===== src/rtl/prog_loader.sv =====
// rtl/prog_loader.sv - byte-stream program loader filling instruction memory
// Frame: header H, 4*(H+1) little-endian data bytes, XOR checksum byte.
module prog_loader #(
  parameter int ADDR_W = 6,
  parameter int DATA_W = 32
) (
  input  logic              clk,
  input  logic              rst_n,
  input  logic              start,
  input  logic              in_valid,
  input  logic [7:0]        in_data,
  output logic              in_ready,
  output logic              i_mem_we,
  output logic [ADDR_W-1:0] i_mem_waddr,
  output logic [DATA_W-1:0] i_mem_wdata,
  output logic              cpu_rst_n,
  output logic              busy,
  output logic              done,
  output logic              err
);

  typedef enum logic [2:0] {
    S_IDLE, S_LEN, S_DATA, S_WRITE, S_CHK, S_DONE, S_ERROR
  } state_t;

  state_t              state;
  logic [ADDR_W-1:0]   count;
  logic [ADDR_W-1:0]   addr;
  logic [7:0]          xsum;
  logic [1:0]          bidx;
  logic [DATA_W-1:0]   word;
  logic                xfer;
  logic [DATA_W-1:0]   word_next;

  assign xfer      = in_valid && in_ready;
  // New bytes enter at the top so the first byte of a word ends in bits 7:0.
  assign word_next = {in_data, word[DATA_W-1:8]};

  always_ff @(posedge clk or negedge rst_n) begin
    if (!rst_n) begin
      state       <= S_IDLE;
      count       <= '0;
      addr        <= '0;
      xsum        <= '0;
      bidx        <= '0;
      word        <= '0;
      in_ready    <= 1'b0;
      i_mem_we    <= 1'b0;
      i_mem_waddr <= '0;
      i_mem_wdata <= '0;
      cpu_rst_n   <= 1'b0;
      busy        <= 1'b0;
      done        <= 1'b0;
      err         <= 1'b0;
    end else begin
      // CPU reset follows the state with one cycle of lag.
      cpu_rst_n <= (state == S_IDLE) || (state == S_DONE);
      i_mem_we  <= 1'b0;
      case (state)
        S_IDLE, S_DONE, S_ERROR: begin
          if (start) begin
            state    <= S_LEN;
            in_ready <= 1'b1;
            busy     <= 1'b1;
            done     <= 1'b0;
            err      <= 1'b0;
          end
        end
        S_LEN: begin
          if (xfer) begin
            count <= in_data[ADDR_W-1:0];
            addr  <= '0;
            xsum  <= '0;
            bidx  <= '0;
            state <= S_DATA;
          end
        end
        S_DATA: begin
          if (xfer) begin
            word <= word_next;
            xsum <= xsum ^ in_data;
            bidx <= bidx + 2'd1;
            if (bidx == 2'd3) begin
              state       <= S_WRITE;
              in_ready    <= 1'b0;
              i_mem_we    <= 1'b1;
              i_mem_waddr <= addr;
              i_mem_wdata <= word_next;
            end
          end
        end
        S_WRITE: begin
          in_ready <= 1'b1;
          if (addr == count) begin
            state <= S_CHK;
          end else begin
            addr  <= addr + 1'b1;
            state <= S_DATA;
          end
        end
        S_CHK: begin
          if (xfer) begin
            in_ready <= 1'b0;
            busy     <= 1'b0;
            if (in_data == xsum) begin
              state <= S_DONE;
              done  <= 1'b1;
            end else begin
              state <= S_ERROR;
              err   <= 1'b1;
            end
          end
        end
        default: state <= S_IDLE;
      endcase
    end
  end

endmodule

===== config.mk =====
export PLATFORM = sky130hd
export DESIGN_NAME = prog_loader
export DESIGN_NICKNAME = d
export VERILOG_FILES = /design/src/rtl/prog_loader.sv
export SDC_FILE = /design/constraint.sdc
export NUM_CORES = 1
export LEC_CHECK = 0
export ABC_CLOCK_PERIOD_IN_PS = 2400
export BUFFER_PORTS_ARGS = -buffer_cell sky130_fd_sc_hd__buf_4
export CAP_MARGIN = 10
export CORE_ASPECT_RATIO = 0.75
export CORE_MARGIN = 4
export CORE_UTILIZATION = 50
export CTS_BUF_LIST = sky130_fd_sc_hd__clkbuf_4 sky130_fd_sc_hd__clkbuf_8 sky130_fd_sc_hd__clkbuf_16
export CTS_CLUSTER_SIZE = 28
export DETAILED_ROUTE_END_ITERATION = 10
export GPL_ROUTABILITY_DRIVEN = 0
export PLACE_DENSITY = 0.71
export SLEW_MARGIN = 20
export SYNTH_ARGS = -nofsm -noshare
export SYNTH_HDL_FRONTEND = slang
export SYNTH_SLANG_ARGS = --single-unit

===== constraint.sdc =====
create_clock -name clk -period 2.4 [get_ports clk]
set_clock_uncertainty 0.1 [all_clocks]
set_input_delay 0.12 -clock clk [delete_from_list [all_inputs] [get_ports clk]]
set_output_delay 0.12 -clock clk [all_outputs]
set_load 0.01 [all_outputs]

==> results.cfg, run 1 <==
[sta]
fin_crit_sh_pct = 88.0
finalHoldViolCount = 0
final.setup.tns_ps = 0
slew_headroom_pct = 60.2
fmax_mhz = 473
min_period_ps = 2110
setup_viol = 0
rsz0062_at_grt = false
drv_slew = 0
worstMarginPinSlew_ps = 591

[worst_hold_path]
worstHoldPathType = in -> reg
hold_path_depth = 4
min_from = start

[global_route]
antenna_found_initial = 0
grt_remaining_overflow = 0
first_global_vias = 2812
track_usage_pct = 17.7
grt_start_max_net_pins = 47
grt_first_pass_wirelength_um = 13700

[synthesis]
synth-edff-count = 0
yosysUniqueCellTypes = 37
synth-seq-cells = 93
yosys_warnings = 0
syn-cell-area_um2 = 4030
syn_nets = 379
ys.flop_type = dfrtp_1
syn_area_per_cell_um2 = 11.0
yosysSeqAreaShare_pct = 57.8
syn_inst = 365
async_reset_ff_share_pct = 100

[worst_setup_path]
critical_path.top_delay_family = simple AND/OR/NAND/NOR gates
cp_max_fo = 18
arrival_ps = 2260
cpPeakStageDelay_ps = 490
cp_num_buf_inv = 1
worstPathCellList = and3b_1 -> and3_4 -> buf_4 -> mux2_2
start_kind = register
r2r_end = i_mem_waddr[4]$_DFFE_PN0P_
worstPathRequired_ps = 2540
setup.worst_path.start = in_ready$_DFFE_PN0P_
cp-end-kind = register
reg2reg_slack_ps = 290
cp.depth = 4
reg2regPathDepth = 4
path_class = reg -> reg
cp-endpoint = i_mem_waddr[4]$_DFFE_PN0P_
slowest_stage = dfrtp_1
timing.rr.start = in_ready$_DFFE_PN0P_

[pwr]
vdd_drop_max_mv = 0.474
p_switching_mw = 1.96
p_int_mw = 3.82
leakage_nw = 2.51
clkPwrFrac_pct = 21.5
switching_share_pct = 33.9
combPwrFrac_pct = 33.6
power_mw = 5.78
powerDensity_nw_per_um2 = 1180
seq_power_share_pct = 44.9

[detailed_routing]
route.detailed.drc = 0
vias = 2868
drtAntennaViolNets = 0
wl_um = 8190
drtIter0Drc = 160
drt_first_pass_iters = 5
wire_per_inst_um = 15.0
via_per_inst = 5.26

[clocking]
clk-insertion-delay-late_ps = 360
htree_levels = 3
cts_tree = done
cts_root_buf = clkbuf_8
cts_made_buffers = 9
clkTransAtPathRegs_ps = 100
postCtsSetupRepairBufs = 0
cts_buffer_depth = 2
clock-sinks = 93

[die]
rows = 28
start_util_pct = 51.1
fp.dieH_um = 85.7
die_w_um = 112
core_region_area_um2 = 7880
die_area_um2 = 9570
ioPinCount = 56

[place]
place_hpwl_um = 5640
io_buffers = 55
place_area_um2 = 4580

[run_status]
status = completed

[run]
drv_cap = 0

[layout]
drive_above_1_share_pct = 29.1
final_net_count = 449
final_area_um2 = 4920
syn_to_final_growth_pct = 22.0
diodes = 0
-- cell usage in the layout (no fill, tap or decap), drive strengths merged, types with 9 or more instances in the layout --
master,Yosys,routed
mux2,42,42
nand2,92,92
xor2,12,12
o21ai,27,27
dlygate4sd3,0,9
nand3,9,9
buf,10,68
nor2,15,15
dfrtp,93,93
clkbuf,8,9
-- timing repair --
action / 4_1_cts / 5_1_grt
hold buffers: 9 / 0
hold endpoints to repair: 65 / 0
resized for setup: 0 / 0
-- power by group through the flow --
stage,clock [mW],sequential (mW),combinational [mW]
floorplan,0,2.62,1.16
global placement,0,2.59,1.87
detailed placement,0,2.62,1.94
CTS,1.28,2.60,1.96
global route,1.34,2.68,2.16
finish,1.24,2.59,1.94
-- worst reg2reg max path, delay by kind of cell, from the launching register on --
kind | cells | cell delay [ps]
buffers and inverters | 1 | 230
DFF | 1 | 490
muxes | 1 | 340
and+or+nand+nor | 2 | 840
-- how the worst min path moves through the flow --
stage / endpoint
2_1_floorplan: addr[0]$_DFFE_PN0P_
3_3_place_gp: i_mem_wdata[8]$_DFFE_PN0P_
3_5_place_dp: i_mem_wdata[0]$_DFFE_PN0P_
4_1_cts: state[2]$_DFFE_PN0P_
5_1_grt: state[2]$_DFFE_PN0P_
6_report: state[2]$_DFFE_PN0P_
-- flip-flops by register name (all words and copies together), names as in the netlist --
signal	cells
addr	6
bidx	2
busy	1
count	6
cpu_rst_n	1
done	1
err	1
i_mem_waddr	6
i_mem_wdata	32
i_mem_we	1
in_ready	1
state	3
word	24
xsum	8
-- layout make-up --
class | count | area (um^2)
flip-flops and latches | 93 | 2330
inverters | 5 | 18.8
clock inverters | 7 | 120
clock buffers | 9 | 124
multi-input cells | 249 | 1580
fillers | 636 | 2970
well taps | 105 | 131
repair buffers | 77 | 613
-- metal layers --
metal	vias to the layer above	track usage (%)	part of all wire, %
met5	-	0	0
met4	0	4.20	0.57
met3	4	4.65	4.5
met2	60	28.5	49
met1	1421	24.3	46
li1	1383	-	-
-- per-stage QoR --
stage          worst slack, ps  hold WS (ps)  util (%)  cells
2_1_floorplan              577          -276         -    365
3_3_place_gp               390          48.9      58.1    520
3_5_place_dp               299          53.0      58.1    520
4_1_cts                    270          40.2      62.4    545
5_1_grt                    155          55.0      62.4    545
6_report                   287          56.6      62.4    545
-- logic make-up (layout without fill, tap and decap cells) --
kind of cell / after synthesis / count (layout) / synth area share (%)
and+or+nand+nor: 136 / 136 / 14.5
DFF: 93 / 93 / 57.8
AOI/OAI and AO/OA: 50 / 50 / 7.27
muxes: 47 / 47 / 13.8
buffers and inverters: 23 / 98 / 2.98
xor gates and xnor gates: 14 / 14 / 3.04
adders and majority gates: 2 / 2 / 0.621
-- Yosys cell counts (all sizes together) (2+ instances only) --
master | number | area [um^2]
a21oi | 8 | 40.0
a31oi | 2 | 12.5
and3 | 5 | 36.3
and3b | 2 | 17.5
buf | 10 | 71.3
clkbuf | 8 | 30.0
dfrtp | 93 | 2330
ha | 2 | 25.0
inv | 5 | 18.8
mux2 | 42 | 507
mux2i | 5 | 50.1
nand2 | 92 | 345
nand2b | 3 | 18.8
nand3 | 9 | 45.0
nor2 | 15 | 56.3
nor2b | 2 | 12.5
nor4 | 3 | 18.8
o21a | 2 | 15.0
o21ai | 27 | 135
o22ai | 3 | 18.8
o31a | 3 | 26.3
xnor2 | 2 | 17.5
xor2 | 12 | 105
Note: power is estimated with default switching activity, not from simulation.
==> inputs of run 2 (changes only) <==
Settings changed: CORE_ASPECT_RATIO 0.75 to 1.25.
==> run 2 against run 1 <==
- setup slack better by 31 ps
- register-to-register slack gained 30 ps
- first-iteration DRC count decreased by 22%
- cell area decreased by 0.28%
- non-clock buffer count decreased by 2
==> results.cfg, run 2 (synthesis results as in run 1) <==
[layout]
fill_cells = 636
final_util_pct = 62.5
largest_register_ffs = 32
final_cell_mix = dfrtp_1 (93), nand2_1 (92), buf_4 (64)
regArea_um2 = 2330
multi_input_comb_area_um2 = 1580
diodes = 0
syn_to_final_growth_pct = 21.7
final_common_cell = dfrtp_1
largestRegisters = i_mem_wdata x32, word x24, xsum x8
regMostFlops = i_mem_wdata
final_net_count = 447
drive_above_1_share_pct = 28.8

[sta]
worstMarginPinSlew_ps = 557
fmax_mhz = 480
fin_crit_sh_pct = 86.7
min_period_ps = 2080
setup_viol = 0
slew_headroom_pct = 62.5
rsz0062_at_grt = false
finalHoldViolCount = 0
hold_slack_ps = 68.9
final.setup.tns_ps = 0
drv_slew = 0

[clocking]
htree_levels = 3
clock-sinks = 93
cts_made_buffers = 9
cts_root_buf = clkbuf_8
clkTransAtPathRegs_ps = 90
cts_buffer_depth = 2
cts_tree = done
postCtsSetupRepairBufs = 0
clk-insertion-delay-late_ps = 340

[detailed_routing]
via_per_inst = 5.30
route.detailed.drc = 0
drt_first_pass_iters = 4
wire_per_inst_um = 14.6
drtIter0Drc = 125
vias = 2823
drtAntennaViolNets = 0
wl_um = 7780

[die]
die_area_um2 = 9570
core_region_area_um2 = 7840
fp.dieH_um = 108
die_w_um = 88.3
ioPinCount = 56
start_util_pct = 51.4
rows = 36

[place]
io_buffers = 55
place_hpwl_um = 5310

[global_route]
grt.busiest_layer = met2
grt_first_pass_wirelength_um = 13600
first_global_vias = 2834
met3_usage_pct = 2.90
grt_remaining_overflow = 0
use_met1_pct = 25.4
antenna_found_initial = 0
grt_start_max_net_pins = 52
track_usage_pct = 17.8
grtUsageMet2_pct = 28.2

[worst_setup_path]
start_kind = register
path_class = reg -> reg
cp-end-kind = register
cp_max_fo = 10
arrival_ps = 2260
worstPathRequired_ps = 2580

[worst_hold_path]
worstHoldPathType = in -> reg

[run_status]
status = completed

[run]
drv_cap = 0

[pwr]
leakage_nw = 2.50
powerDensity_nw_per_um2 = 1170
vdd_drop_max_mv = 0.655
run 2: metal layers:
| layer | vias to the layer above | wire length, um |
|---|---|---|
| li1 | 1378 | - |
| met1 | 1377 | 3480 |
| met2 | 68 | 3950 |
| met3 | 0 | 341 |
| met4 | 0 | 0 |
| met5 | - | 0 |
run 2: final timing paths:
path                                      start                          to  slack [ps]  cells past startpoint
max                        in_ready$_DFFE_PN0P_        word[18]$_DFFE_PN0P_         320                      6
min                                       start            done$_DFFE_PN0P_          70                      3
max reg2reg                in_ready$_DFFE_PN0P_        word[18]$_DFFE_PN0P_         320                      6
min reg2reg                word[12]$_DFFE_PN0P_        word[12]$_DFFE_PN0P_         380                      2
max in group asynchronous                 rst_n  i_mem_waddr[0]$_DFFE_PN0P_        1330                      3
min in group asynchronous                 rst_n  i_mem_wdata[8]$_DFFE_PN0P_         210                      2
run 2: area by class of cell:
type / count / area share (%)
Sequential cell: 93 / 47.5
Multi-Input combinational cell: 249 / 32.3
Timing Repair Buffer: 75 / 12.5
Clock buffer: 9 / 2.53
Clock inverter: 7 / 2.48
Tap cell: 95 / 2.42
Inverter: 5 / 0.383
run 2: critical path: stages (launching register included):
cell and delay, ps:
dfrtp_1 500, and3b_1 370, nand2_1 160, nor2_1 470
buf_4 280, nand2_1 80, nand2_1 60
run 2: where the power goes:
| part | internal [mW] | switching [mW] |
|---|---|---|
| clock | 0.700 | 0.547 |
| sequential | 2.16 | 0.431 |
| combinational | 0.966 | 0.937 |
| total | 3.82 | 1.92 |
run 2: repair_timing:
item / CTS / global route
hold buffers: 9 / 0
hold endpoints to repair: 65 / 0
gates resized for setup: 0 / 0
run 2: metrics by stage:
step	cell area (um^2)	worst slack, ps	std cells	power, mW
after detailed placement	4570	331	508	4.54
after CTS	4900	312	533	5.81
after global routing	4900	157	533	6.18
after floorplan	4030	577	365	3.77
final	4900	318	533	5.74
after global placement	4570	413	508	4.44
